File: src/rtl/mem_arbiter.sv
// Arbitrates the fetch and data stages onto one shared, registered memory port.
// Define ARB_TIMEOUT_EN to abandon a busy access after 255 cycles without mem_ack and set bus_err.
module mem_arbiter (
    input  logic        clk,
    input  logic        rst,
    input  logic        if_req,
    input  logic [31:0] if_addr,
    output logic [31:0] if_rdata,
    input  logic        if_abort,
    input  logic        d_req,
    input  logic        d_we,
    input  logic [31:0] d_addr,
    input  logic [31:0] d_wdata,
    output logic [31:0] d_rdata,
    output logic        stall,
    output logic        mem_req,
    output logic        mem_we,
    output logic [31:0] mem_addr,
    output logic [31:0] mem_wdata,
    input  logic        mem_ack,
    input  logic [31:0] mem_rdata,
    output logic        bus_err
);

    typedef enum logic [1:0] {
        IDLE    = 2'd0,
        D_BUSY  = 2'd1,
        IF_BUSY = 2'd2
    } ArbState;

    ArbState     state;
    ArbState     nextState;
    logic        ifOk;
    logic        dOk;
    logic        abortFlag;
    logic        issueData;
    logic        issueFetch;
    logic        accessDone;
    logic        timeout;
    logic [31:0] respData;

    assign stall    = (if_req && !ifOk) || (d_req && !dOk);
    assign respData = mem_ack ? mem_rdata : 32'h0000_0000;

`ifdef ARB_TIMEOUT_EN
    logic [7:0] toCount;

    // The 255th busy cycle without an acknowledge ends the access.
    assign timeout = (state != IDLE) && !mem_ack && (toCount == 8'd254);

    always_ff @(posedge clk) begin
        if (!rst) begin
            toCount <= 8'd0;
            bus_err <= 1'b0;
        end else begin
            if (state == IDLE || accessDone) begin
                toCount <= 8'd0;
            end else begin
                toCount <= toCount + 8'd1;
            end
            if (timeout) begin
                bus_err <= 1'b1;
            end
        end
    end
`else
    assign timeout = 1'b0;
    assign bus_err = 1'b0;
`endif

    always_ff @(posedge clk) begin
        if (!rst) begin
            state <= IDLE;
        end else begin
            state <= nextState;
        end
    end

    // Data wins simultaneous requests; a completed requester is not reissued until its ok flag clears.
    always_comb begin
        nextState  = state;
        issueData  = 1'b0;
        issueFetch = 1'b0;
        accessDone = 1'b0;
        case (state)
            IDLE: begin
                if (d_req && !dOk) begin
                    nextState = D_BUSY;
                    issueData = 1'b1;
                end else if (if_req && !ifOk) begin
                    nextState  = IF_BUSY;
                    issueFetch = 1'b1;
                end
            end
            D_BUSY, IF_BUSY: begin
                if (mem_ack || timeout) begin
                    nextState  = IDLE;
                    accessDone = 1'b1;
                end
            end
            default: nextState = IDLE;
        endcase
    end

    always_ff @(posedge clk) begin
        if (!rst) begin
            mem_req   <= 1'b0;
            mem_we    <= 1'b0;
            mem_addr  <= 32'h0000_0000;
            mem_wdata <= 32'h0000_0000;
            ifOk      <= 1'b0;
            dOk       <= 1'b0;
            if_rdata  <= 32'h0000_0000;
            d_rdata   <= 32'h0000_0000;
            abortFlag <= 1'b0;
        end else begin
            if (!stall) begin
                ifOk <= 1'b0;
                dOk  <= 1'b0;
            end
            if (if_abort && ifOk) begin
                ifOk <= 1'b0;
            end

            if (issueData) begin
                mem_req   <= 1'b1;
                mem_we    <= d_we;
                mem_addr  <= d_addr;
                mem_wdata <= d_wdata;
            end else if (issueFetch) begin
                mem_req   <= 1'b1;
                mem_we    <= 1'b0;
                mem_addr  <= if_addr;
                abortFlag <= 1'b0;
            end

            // A fetch redirected while in flight still completes, but its result is thrown away.
            if (accessDone) begin
                mem_req   <= 1'b0;
                abortFlag <= 1'b0;
                if (state == D_BUSY) begin
                    dOk <= 1'b1;
                    if (!mem_we) begin
                        d_rdata <= respData;
                    end
                end else if (!abortFlag && !if_abort) begin
                    ifOk     <= 1'b1;
                    if_rdata <= respData;
                end
            end else if (state == IF_BUSY && if_abort) begin
                abortFlag <= 1'b1;
            end
        end
    end

endmodule

File: config.mk
export PLATFORM = sky130hd
export DESIGN_NAME = mem_arbiter
export DESIGN_NICKNAME = d
export VERILOG_FILES = /design/src/rtl/mem_arbiter.sv
export SDC_FILE = /design/constraint.sdc
export NUM_CORES = 1
export LEC_CHECK = 0
export ABC_AREA = 1
export BUFFER_PORTS_ARGS = -buffer_cell sky130_fd_sc_hd__buf_4
export CAP_MARGIN = 20
export CORE_MARGIN = 5
export CORE_UTILIZATION = 43
export CTS_BUF_LIST = sky130_fd_sc_hd__clkbuf_4 sky130_fd_sc_hd__clkbuf_8
export DETAILED_ROUTE_END_ITERATION = 10
export GPL_ROUTABILITY_DRIVEN = 1
export PLACE_DENSITY = 0.78
export SKIP_LAST_GASP = 1
export SLEW_MARGIN = 20
export SYNTH_ARGS = -nofsm -noshare
export SYNTH_HDL_FRONTEND = slang
export SYNTH_SLANG_ARGS = --single-unit
File: constraint.sdc
create_clock -name clk -period 1.5 [get_ports clk]
set_input_delay 0 -clock clk [delete_from_list [all_inputs] [get_ports clk]]
set_output_delay 0 -clock clk [all_outputs]
set_load 0.03 [all_outputs]
== Word level (Yosys, flattened, before mapping) ==
Cells that the tools add are included.
Widths: inputs -> output; s select.

* Flip-flop bits (word level): 135
* Output and inout bits: 132
* Word-level logic and storage cells: 65

* Equality and inequality tests: 5
* Muxes and demuxes: 28
* Bitwise operators: 3
* Reduce and logical (&&, ||, !) cells: 19

{| class="wikitable"
|+ Operators with widths
! cell !! count
|-
| $mux 32 || 3
|-
| $mux 1 || 21
|-
| $mux 2 || 3
|-
| $reduce_and 3->1 || 2
|-
| $logic_and 1x1->1 || 5
|-
| $logic_not 1->1 || 4
|-
| $pmux 2 s2 || 1
|-
| $reduce_and 2->1 || 2
|-
| $reduce_bool 2->1 || 2
|-
| $reduce_or 2->1 || 2
|-
| $ne 3x3->1 const B || 1
|-
| $not 1->1 || 3
|-
| $eq 2x1->1 const B || 1
|-
| $eq 2x2->1 const B || 1
|-
| $logic_not 2->1 || 1
|-
| $ne 2x1->1 const B || 1
|-
| $ne 2x2->1 const B || 1
|-
| $logic_or 1x1->1 || 1
|}

== Depth between registers and ports, before layout ==
Gate-level depths: netlist of run 1.

* Depth after elaboration: 8
* Depth in mapped cells: 8

== Worst setup path before layout of run 1 ==
OpenSTA, ideal clock, no wires.

* Kind: reg2reg
* Start point: register state[0]
* End point: register d_rdata[27]
* Setup time: 116 ps
* Arrival: 1347 ps
* Required time: 1384 ps
* Slack: 37 ps
* Stages on the path, launching flop included: 9
* Buffers on the path: 1
* Cells stage by stage: dfxtp_1 inv_1 ha_1 nand2_2 nor3_4 inv_2 buf_2 o21ai_0 nor2_1

* Word-level cells in the longest chain between the ends: 4
* Elaborated cells on any way between the ends: 5

{| class="wikitable"
|+ Ends and longest elaborated chain
! element !! line !! text
|-
| from (decl) || 31 || <nowiki>ArbState state;</nowiki>
|-
| from (signal assigned) || 75 || <nowiki>state <= nextState;</nowiki>
|-
| $eq 2x1->1 or $eq 2x2->1 (tied branches) || 85, 141 ||
|-
| $reduce_or 2->1 || 85 || <nowiki>case (state)</nowiki>
|-
| $mux 1 || 85 ||
|-
| $reduce_and 3->1 (no source line) (*) || n/a ||
|-
| to (signal assigned) || 144 || <nowiki>d_rdata <= respData;</nowiki>
|-
| to (decl) || 14 || <nowiki>output logic [31:0] d_rdata,</nowiki>
|}

Mark *: on every way between the ends. The rest lies on a longest branch, timed or not.
A chain may end at the register's enable or synchronous reset.

== Worst setup path in the final report of run 1 ==
* Start point: register state[1]
* End point: register d_rdata[2]

Same word-level chain as after synthesis.

==> metrics.yaml, run 1 <==
critical_path:
  rr_worst_depth: 8
  path_class: "reg2reg"
  worstPathArrival_ps: 1930
  crit_required_ps: 1860
  reg2reg_to: "d_rdata[2]$_SDFFE_PN0P_"
  rrSetupSlack_ps: -70
  startpoint: "state[1]$_SDFFE_PN0P_"
  r2r_start: "state[1]$_SDFFE_PN0P_"
  crit_path_end_kind: "flip-flop"
  start_kind: "flip-flop"
  cp_max_fo: 8
layout:
  syn_to_final_growth_pct: 75.8
  final_common_cell: "buf_4"
  final_cell_mix: "279 x buf_4, 184 x nand2_1, 133 x dfxtp_1, 133 x dlygate4sd3_1, 126 x inv_1"
  multi_input_area_um2: 2250
  ff_latch_area_um2: 2710
  final_core_util: 0.760
  nets: 1353
  fillers: 868
  antenna_cells: 0
  drive_above_1_share: 0.285
  stdcell_area_um2: 9940
sta:
  hold_viol: 0
  fin_ws_ps: -66.5
  final_max_slew_viol_count: 0
  setup-tns-final_ps: -1050
  finalCritPeriodShare: 1.04
  setup_viol: 29
  fin_skew_ps: 11.3
  fin_crit_ps: 1570
  grt_setup_unrepaired: "yes"
  fmax_ghz: 0.638
synth:
  netlist_area_um2: 5660
  synth_xor_area_frac: 0
  synth-warning-count: 0
  yosysSeqAreaShare: 0.478
  synth_nets: 954
  synth_seq_cells: 135
  synthAdderAreaFrac: 0.00664
  yosys.cell_types.count: 24
  synth_top_family_by_area: "simple AND/OR/NAND/NOR gates"
  syn_inst: 816
  synthMuxAreaShare: 0
  syn_area_per_cell_um2: 6.93
  synth_compound_area_frac: 0.168
  synthSimpleGateAreaFrac: 0.213
outcome:
  violations: "setup timing"
  status: "finished, violations left"
floorplan:
  die_w_um: 125
  fp.coreArea_um2: 13100
  initial_core_util: 0.432
  die-area_um2: 15500
  die_y_um: 125
  row_count: 42
  ios: 267
placement:
  dp.final_hpwl_mm: 12.4
  port_buffers: 265
  gp_congestion: 0.860
  postPlaceCellArea_um2: 7920
global_routing:
  gr-total-overflow: 0
  grt_max_degree: 86
  grt_pass1_wl_mm: 35.1
  antenna_found_initial: 0
  globalRouteTotalUtil: 0.276
  grt_pass1_vias: 7202
clock_network:
  htree_num_levels: 4
  tritoncts: "built"
  cts-root-buf: "clkbuf_8"
  max-clock-path-buffers: 2
  clk_pin_slew_ps: 80
  insertion_delay_ps: 440
  clock_sinks: 135
  cts_buffers: 17
detailed_routing:
  drc: 0
  wirelength_mm: 22.0
  wl_per_cell_um: 15.7
  num_vias: 6826
  ant_nets: 0
  via_per_inst: 4.86
  drt_pass1_iterations: 7
  drtIter0Drc: 480
job:
  drv_cap: 0
hold_path:
  worstHoldStart: "mem_ack"
  holdCritPathClass: "in2reg"
  hold_depth: 5
  worstHoldEndpoint: "ifOk$_SDFF_PN0_"
power_and_ir_drop:
  power.leakage_nw: 5.06
  finalPower_mw: 9.97
  power_density_nw_per_um2: 1000
  peakVddDrop_mv: 0.806
what timing repair did:
| item | CTS | global route |
|---|---|---|
| setup endpoints to repair | 61 | 73 |
| hold buffers | 133 | 0 |
| gates cloned | 2 | 3 |
| pin swaps | 6 | 12 |
| buffers inserted | 3 | 1 |
| endpoints found under the hold margin | 133 | 0 |
| resized for setup | 19 | 17 |
registers in the layout (all words and copies together) (netlist names), 2 cells and up:
register	cells
if_rdata	32
mem_wdata	32
mem_addr	32
d_rdata	32
state	2
critical path, stage by stage, from the launching register on:
cell	delay [ps]
dfxtp_2	350
inv_4	50
ha_4	280
nand2_4	60
nor3_4	210
buf_6	210
buf_8	140
o21ai_0	80
nor2_1	120
area by class of cell:
type / instances / area share
Tap cell: 176 / 0.0222
Timing Repair Buffer: 432 / 0.385
Clock inverter: 12 / 0.0177
Multi-Input combinational cell: 497 / 0.226
Sequential cell: 135 / 0.272
Inverter: 132 / 0.0503
Clock buffer: 20 / 0.0264
where the power goes:
part           internal (mW)  total, mW  switching [mW]  leakage, nW
sequential              3.85       3.99           0.143         1.11
clock                   1.89       3.32            1.43        0.220
combinational           1.17       2.66            1.50         3.74
per-layer routing:
layer  global-route usage  up-vias  part of all wire
li1                     -     3310                 -
met1                0.292     3062              0.38
met2                0.460      329              0.49
met3               0.0905      125             0.064
met4                0.197        0             0.066
met5                    0        -                 0
worst max-delay path by stage:
| stage | endpoint | depth (start not counted) |
|---|---|---|
| after floorplan | d_rdata[27]$_SDFFE_PN0P_ | 8 |
| after global placement | d_rdata[31]$_SDFFE_PN0P_ | 8 |
| after detailed placement | if_rdata[11]$_SDFFE_PN0P_ | 8 |
| after CTS | d_rdata[15]$_SDFFE_PN0P_ | 8 |
| after global routing | d_rdata[2]$_SDFFE_PN0P_ | 8 |
| final | d_rdata[2]$_SDFFE_PN0P_ | 8 |
cells by family after synthesis:
logic type	count (synthesis)
AOI/OAI and AO/OA	189
adders and majority gates	3
buffers and inverters	184
DFF	135
other	1
and+or+nand+nor	304
metrics by stage:
| step | std cells | setup WS [ps] | hold slack (ps) |
|---|---|---|---|
| 2_1_floorplan | 816 | 36.9 | 144 |
| 3_3_place_gp | 1230 | -10.9 | 250 |
| 3_5_place_dp | 1230 | -90.9 | 260 |
| 4_1_cts | 1400 | -21.1 | 32.9 |
| 5_1_grt | 1404 | -167 | 35.9 |
| 6_report | 1404 | -66.5 | 48.1 |
synth_stat cells:
cell	n	share of area
o22ai_1	1	0.0011
nand2_2	2	0.0022
nand4_1	12	0.013
nor2_4	1	0.0020
clkinv_1	1	0.00066
dfxtp_1	135	0.48
nand3_1	2	0.0018
inv_2	2	0.0013
nor3_4	1	0.0029
buf_2	25	0.022
conb_1	1	0.00066
clkbuf_2	1	0.00088
nand3_2	1	0.0018
clkbuf_1	17	0.011
nor2_1	100	0.066
a21oi_1	100	0.088
ha_1	3	0.0066
buf_6	3	0.0060
o21ai_0	87	0.077
buf_1	3	0.0020
a21boi_0	1	0.0013
buf_4	3	0.0040
nand2_1	185	0.12
inv_1	129	0.086
Note: power is estimated with default switching activity, not from simulation.
==> run 2, diff against run 1 <==
PLACE_DENSITY = 0.76   (was 0.78)
==> run 2 against run 1 <==
Against the previous run: the run still ends with setup timing left; cell count up 0.85%; combinational power up 4%; cell area up 2.6%; critical endpoint is now d_rdata[5]$_SDFFE_PN0P_; sequential power about the same.
==> metrics.yaml, run 2 (synthesis results as in run 1) <==
clock_network:
  htree_num_levels: 4
  cts_buffers: 17
  clock_sinks: 135
  cts-root-buf: "clkbuf_8"
  insertion_delay_ps: 440
  max-clock-path-buffers: 2
  clk_pin_slew_ps: 80
  tritoncts: "built"
global_routing:
  grt_pass1_wl_mm: 35.5
  globalRouteTotalUtil: 0.279
  grt_pass1_vias: 7185
  grt_max_degree: 59
  antenna_found_initial: 3
  gr-total-overflow: 0
placement:
  postPlaceCellArea_um2: 7940
  dp.final_hpwl_mm: 12.5
  gp_congestion: 0.802
  port_buffers: 265
sta:
  final_max_slew_viol_count: 0
  fin_ws_ps: -43.3
  setup-tns-final_ps: -640
  fin_skew_ps: 11.1
  fmax_ghz: 0.648
  fin_crit_ps: 1540
  grt_setup_unrepaired: "yes"
  setup_viol: 35
  hold_viol: 0
  finalCritPeriodShare: 1.03
detailed_routing:
  wirelength_mm: 23.1
  ant_nets: 0
  drtIter0Drc: 520
  drc: 0
  wl_per_cell_um: 16.3
  via_per_inst: 4.99
  num_vias: 7060
  drt_pass1_iterations: 7
floorplan:
  die-area_um2: 15500
  ios: 267
  die_y_um: 125
  fp.coreArea_um2: 13100
  die_w_um: 125
  row_count: 42
  initial_core_util: 0.432
layout:
  syn_to_final_growth_pct: 80.3
  fillers: 825
  final_cell_mix: "279 x buf_4, 184 x nand2_1, 138 x dlygate4sd3_1"
  multi_input_area_um2: 2400
  drive_above_1_share: 0.309
  stdcell_area_um2: 10200
  nets: 1362
  final_common_cell: "buf_4"
  ff_latch_area_um2: 2710
critical_path:
  crit_required_ps: 1830
  cp_max_fo: 6
  worstPathArrival_ps: 1880
  path_class: "reg2reg"
  start_kind: "flip-flop"
  rr_worst_depth: 9
  crit_path_end_kind: "flip-flop"
outcome:
  violations: "setup timing"
  status: "finished, violations left"
power_and_ir_drop:
  power_density_nw_per_um2: 985
  power.leakage_nw: 5.09
  peakVddDrop_mv: 0.774
hold_path:
  holdCritPathClass: "in2reg"
  hold_depth: 5
job:
  drv_cap: 0
-- run 2: cell count changes in the layout (fill, tap and decap cells not counted), sizes merged --
cell and delta:
buf +4, diode +3, clkinvlp +1, clkinv -2
inv +1, dlygate4sd3 +5, bufinv -1, clkbuf +1
-- run 2: worst max-delay path, stage by stage (launching register included) --
cell	delay, ps
dfxtp_2	340
inv_2	60
ha_4	280
nand2_4	60
nor3_4	200
inv_4	80
buf_12	140
buf_12	140
nor2_2	80
nor2_1	60
-- run 2: timing repair --
| action | CTS | global route |
|---|---|---|
| cloned | 1 | 4 |
| endpoints found under the hold margin | 133 | 0 |
| pin swaps | 13 | 6 |
| setup endpoints to repair | 51 | 60 |
| buffers inserted | 3 | 2 |
| resized for setup | 47 | 40 |
| hold buffers | 138 | 0 |
-- run 2: final timing paths --
kind	end	start	slack, ps
worst max register to register	d_rdata[5]$_SDFFE_PN0P_	state[1]$_SDFFE_PN0P_	-40
worst min register to register	if_rdata[18]$_SDFFE_PN0P_	if_rdata[18]$_SDFFE_PN0P_	450
worst min-delay path	dOk$_SDFF_PN0_	mem_ack	30
worst max-delay path	d_rdata[5]$_SDFFE_PN0P_	state[1]$_SDFFE_PN0P_	-40
-- run 2: report_power, final --
group	internal (mW)	switching [mW]	total, mW	leakage, nW
Clock	1.82	1.46	3.28	0.214
Sequential	3.85	0.145	3.99	1.11
Combinational	1.22	1.55	2.77	3.77
-- run 2: final cells by class --
| cell class | count | share of cell area |
|---|---|---|
| Antenna cell | 3 | 0.000736 |
| Clock buffer | 21 | 0.0284 |
| Clock inverter | 11 | 0.0142 |
| Inverter | 132 | 0.0488 |
| Multi-Input combinational cell | 497 | 0.235 |
| Sequential cell | 135 | 0.265 |
| Tap cell | 176 | 0.0216 |
| Timing Repair Buffer | 441 | 0.385 |
-- run 2: through the flow --
stage,instances,setup WS (ps),hold slack (ps),util,total power [mW]
floorplan,816,36.9,144,-,5.31
global route,1416,-149,50.2,0.779,10.4
finish,1416,-43.3,31.0,0.779,10.0
CTS,1407,-36.6,6.01,0.763,9.89
global placement,1233,18.9,250,0.607,6.27
detailed placement,1233,-48.4,262,0.607,6.30
-- run 2: metal layers --
| metal | GRT usage | vias up | part of all wire |
|---|---|---|---|
| li1 | - | 3327 | - |
| met1 | 0.300 | 3250 | 0.38 |
| met2 | 0.467 | 363 | 0.49 |
| met3 | 0.0785 | 120 | 0.066 |
| met4 | 0.202 | 0 | 0.066 |
| met5 | 0 | - | 0 |
==> run 3, diff against run 2 <==
SKIP_LAST_GASP = not set   (was 1)
SLEW_MARGIN = not set   (was 20)
==> run 3 against run 2 <==
Against the previous run: the flow still finishes with violations (setup timing); clock-buffer cell count unchanged; combinational power about the same; global-route usage increased by 0.081 points.
==> metrics.yaml, run 3 (synthesis results as in run 1) <==
sta:
  final_max_slew_viol_count: 0
  fin_ws_ps: -84.4
  setup_viol: 43
  fin_skew_ps: 11.2
  grt_setup_unrepaired: "yes"
  whs_ps: 30.7
  finalCritPeriodShare: 1.06
  hold_viol: 0
  fmax_ghz: 0.631
  fin_crit_ps: 1580
floorplan:
  ios: 267
  die_w_um: 125
  die-area_um2: 15500
  die_y_um: 125
  fp.coreArea_um2: 13100
  initial_core_util: 0.432
  row_count: 42
power_and_ir_drop:
  power_density_nw_per_um2: 984
  p_sw_mw: 3.16
  power.share.switching: 0.315
  p_int_mw: 6.89
  peakVddDrop_mv: 0.777
  power.leakage_nw: 5.11
  p_clk_frac: 0.327
  p_seq_frac: 0.397
  comb_power_share: 0.276
detailed_routing:
  drt_pass1_iterations: 5
  num_vias: 7051
  drtIter0Drc: 501
  wl_per_cell_um: 16.4
  drc: 0
  via_per_inst: 4.98
  ant_nets: 0
  wirelength_mm: 23.2
critical_path:
  crit_required_ps: 1840
  crit_slowest_cell: "dfxtp_2"
  start_kind: "flip-flop"
  path_buf_inv: 3
  path_common_cell: "inv_2"
  crit_path_end_kind: "flip-flop"
  cp_max_fo: 9
  path_cells: "inv_2 -> ha_4 -> nand2_4 -> inv_2 -> nand3_4 -> clkbuf_16 -> o21ai_0 -> a21oi_1"
  worstPathArrival_ps: 1920
  critical-path-max-stage-delay_ps: 350
  cp_top_family: "buffers and inverters"
  path_class: "reg2reg"
clock_network:
  htree_num_levels: 4
  clock_sinks: 135
  cts-root-buf: "clkbuf_8"
  insertion_delay_ps: 450
  tritoncts: "built"
  clk_pin_slew_ps: 80
  cts_buffers: 17
  max-clock-path-buffers: 2
placement:
  dp.final_hpwl_mm: 12.5
  port_buffers: 265
  dpl_worst_slack_ps: -48.4
  gp_congestion: 0.802
layout:
  fillers: 818
  drive_above_1_share: 0.308
  final_cell_mix: "277 x buf_4, 184 x nand2_1, 138 x dlygate4sd3_1"
  final_common_cell: "buf_4"
  syn_to_final_growth_pct: 80.7
  nets: 1362
hold_path:
  holdCritPathClass: "in2reg"
global_routing:
  grt_max_degree: 59
  antenna_found_initial: 3
  gr-total-overflow: 0
  grt_pass1_wl_mm: 35.6
  grt_pass1_vias: 7214
  globalRouteTotalUtil: 0.279
job:
  drv_cap: 0
outcome:
  violations: "setup timing"
  status: "finished, violations left"
## run 3: tightest hold or removal path: stages
cell and delay (ps):
buf_4 150, nand2_4 100, o22ai_1 80, inv_1 50, nor2_1 40
## run 3: final cells by class
type	count	area, um^2	share of cell area
tap	176	220	0.0215
inverter	132	498	0.0487
antenna	3	7.51	0.000734
timing repair buffer	441	3970	0.388
clock inverter	11	145	0.0142
multi-input combinational	497	2390	0.234
sequential	135	2710	0.265
clock buffer	21	289	0.0283
## run 3: repair_timing
item                                   CTS  global route
hold buffers                           138             0
cloned                                   1             5
setup endpoints to repair               51            65
pin swaps                               13             7
setup buffers                            3             1
resized for setup                       50            41
endpoints found under the hold margin  133             0
## run 3: final timing paths
path,slack (ps),cells after the start,end,startpoint
setup / recovery,-80,8,if_rdata[26]$_SDFFE_PN0P_,state[1]$_SDFFE_PN0P_
hold / removal,30,5,dOk$_SDFF_PN0_,mem_ack
setup reg to reg,-80,8,if_rdata[26]$_SDFFE_PN0P_,state[1]$_SDFFE_PN0P_
hold reg to reg,450,2,if_rdata[5]$_SDFFE_PN0P_,if_rdata[5]$_SDFFE_PN0P_
## run 3: per-stage QoR
| stage | setup TNS (ps) | area (um^2) | power [mW] | util | cells |
|---|---|---|---|---|---|
| after floorplan | 0 | 5660 | 5.31 | - | 816 |
| final | -1620 | 10200 | 10.1 | 0.781 | 1416 |
| after detailed placement | -768 | 7940 | 6.30 | 0.607 | 1233 |
| after global placement | 0 | 7940 | 6.27 | 0.607 | 1233 |
| after global routing | -4840 | 10200 | 10.5 | 0.781 | 1416 |
| after CTS | -695 | 9990 | 9.89 | 0.763 | 1407 |
## run 3: layer usage
layer	vias to the layer above	GRT usage	wire length, um
met2	379	0.470	11300
li1	3331	-	-
met5	-	0	0
met3	125	0.0802	1550
met4	0	0.202	1520
met1	3216	0.298	8820
## run 3: power by group through the flow
stage | Clock (mW) | Combinational, mW | Sequential, mW
global placement | 0 | 2.22 | 4.05
detailed placement | 0 | 2.24 | 4.06
CTS | 3.32 | 2.59 | 3.98
global route | 3.48 | 2.96 | 4.02
floorplan | 0 | 0.757 | 4.55
finish | 3.29 | 2.78 | 3.99
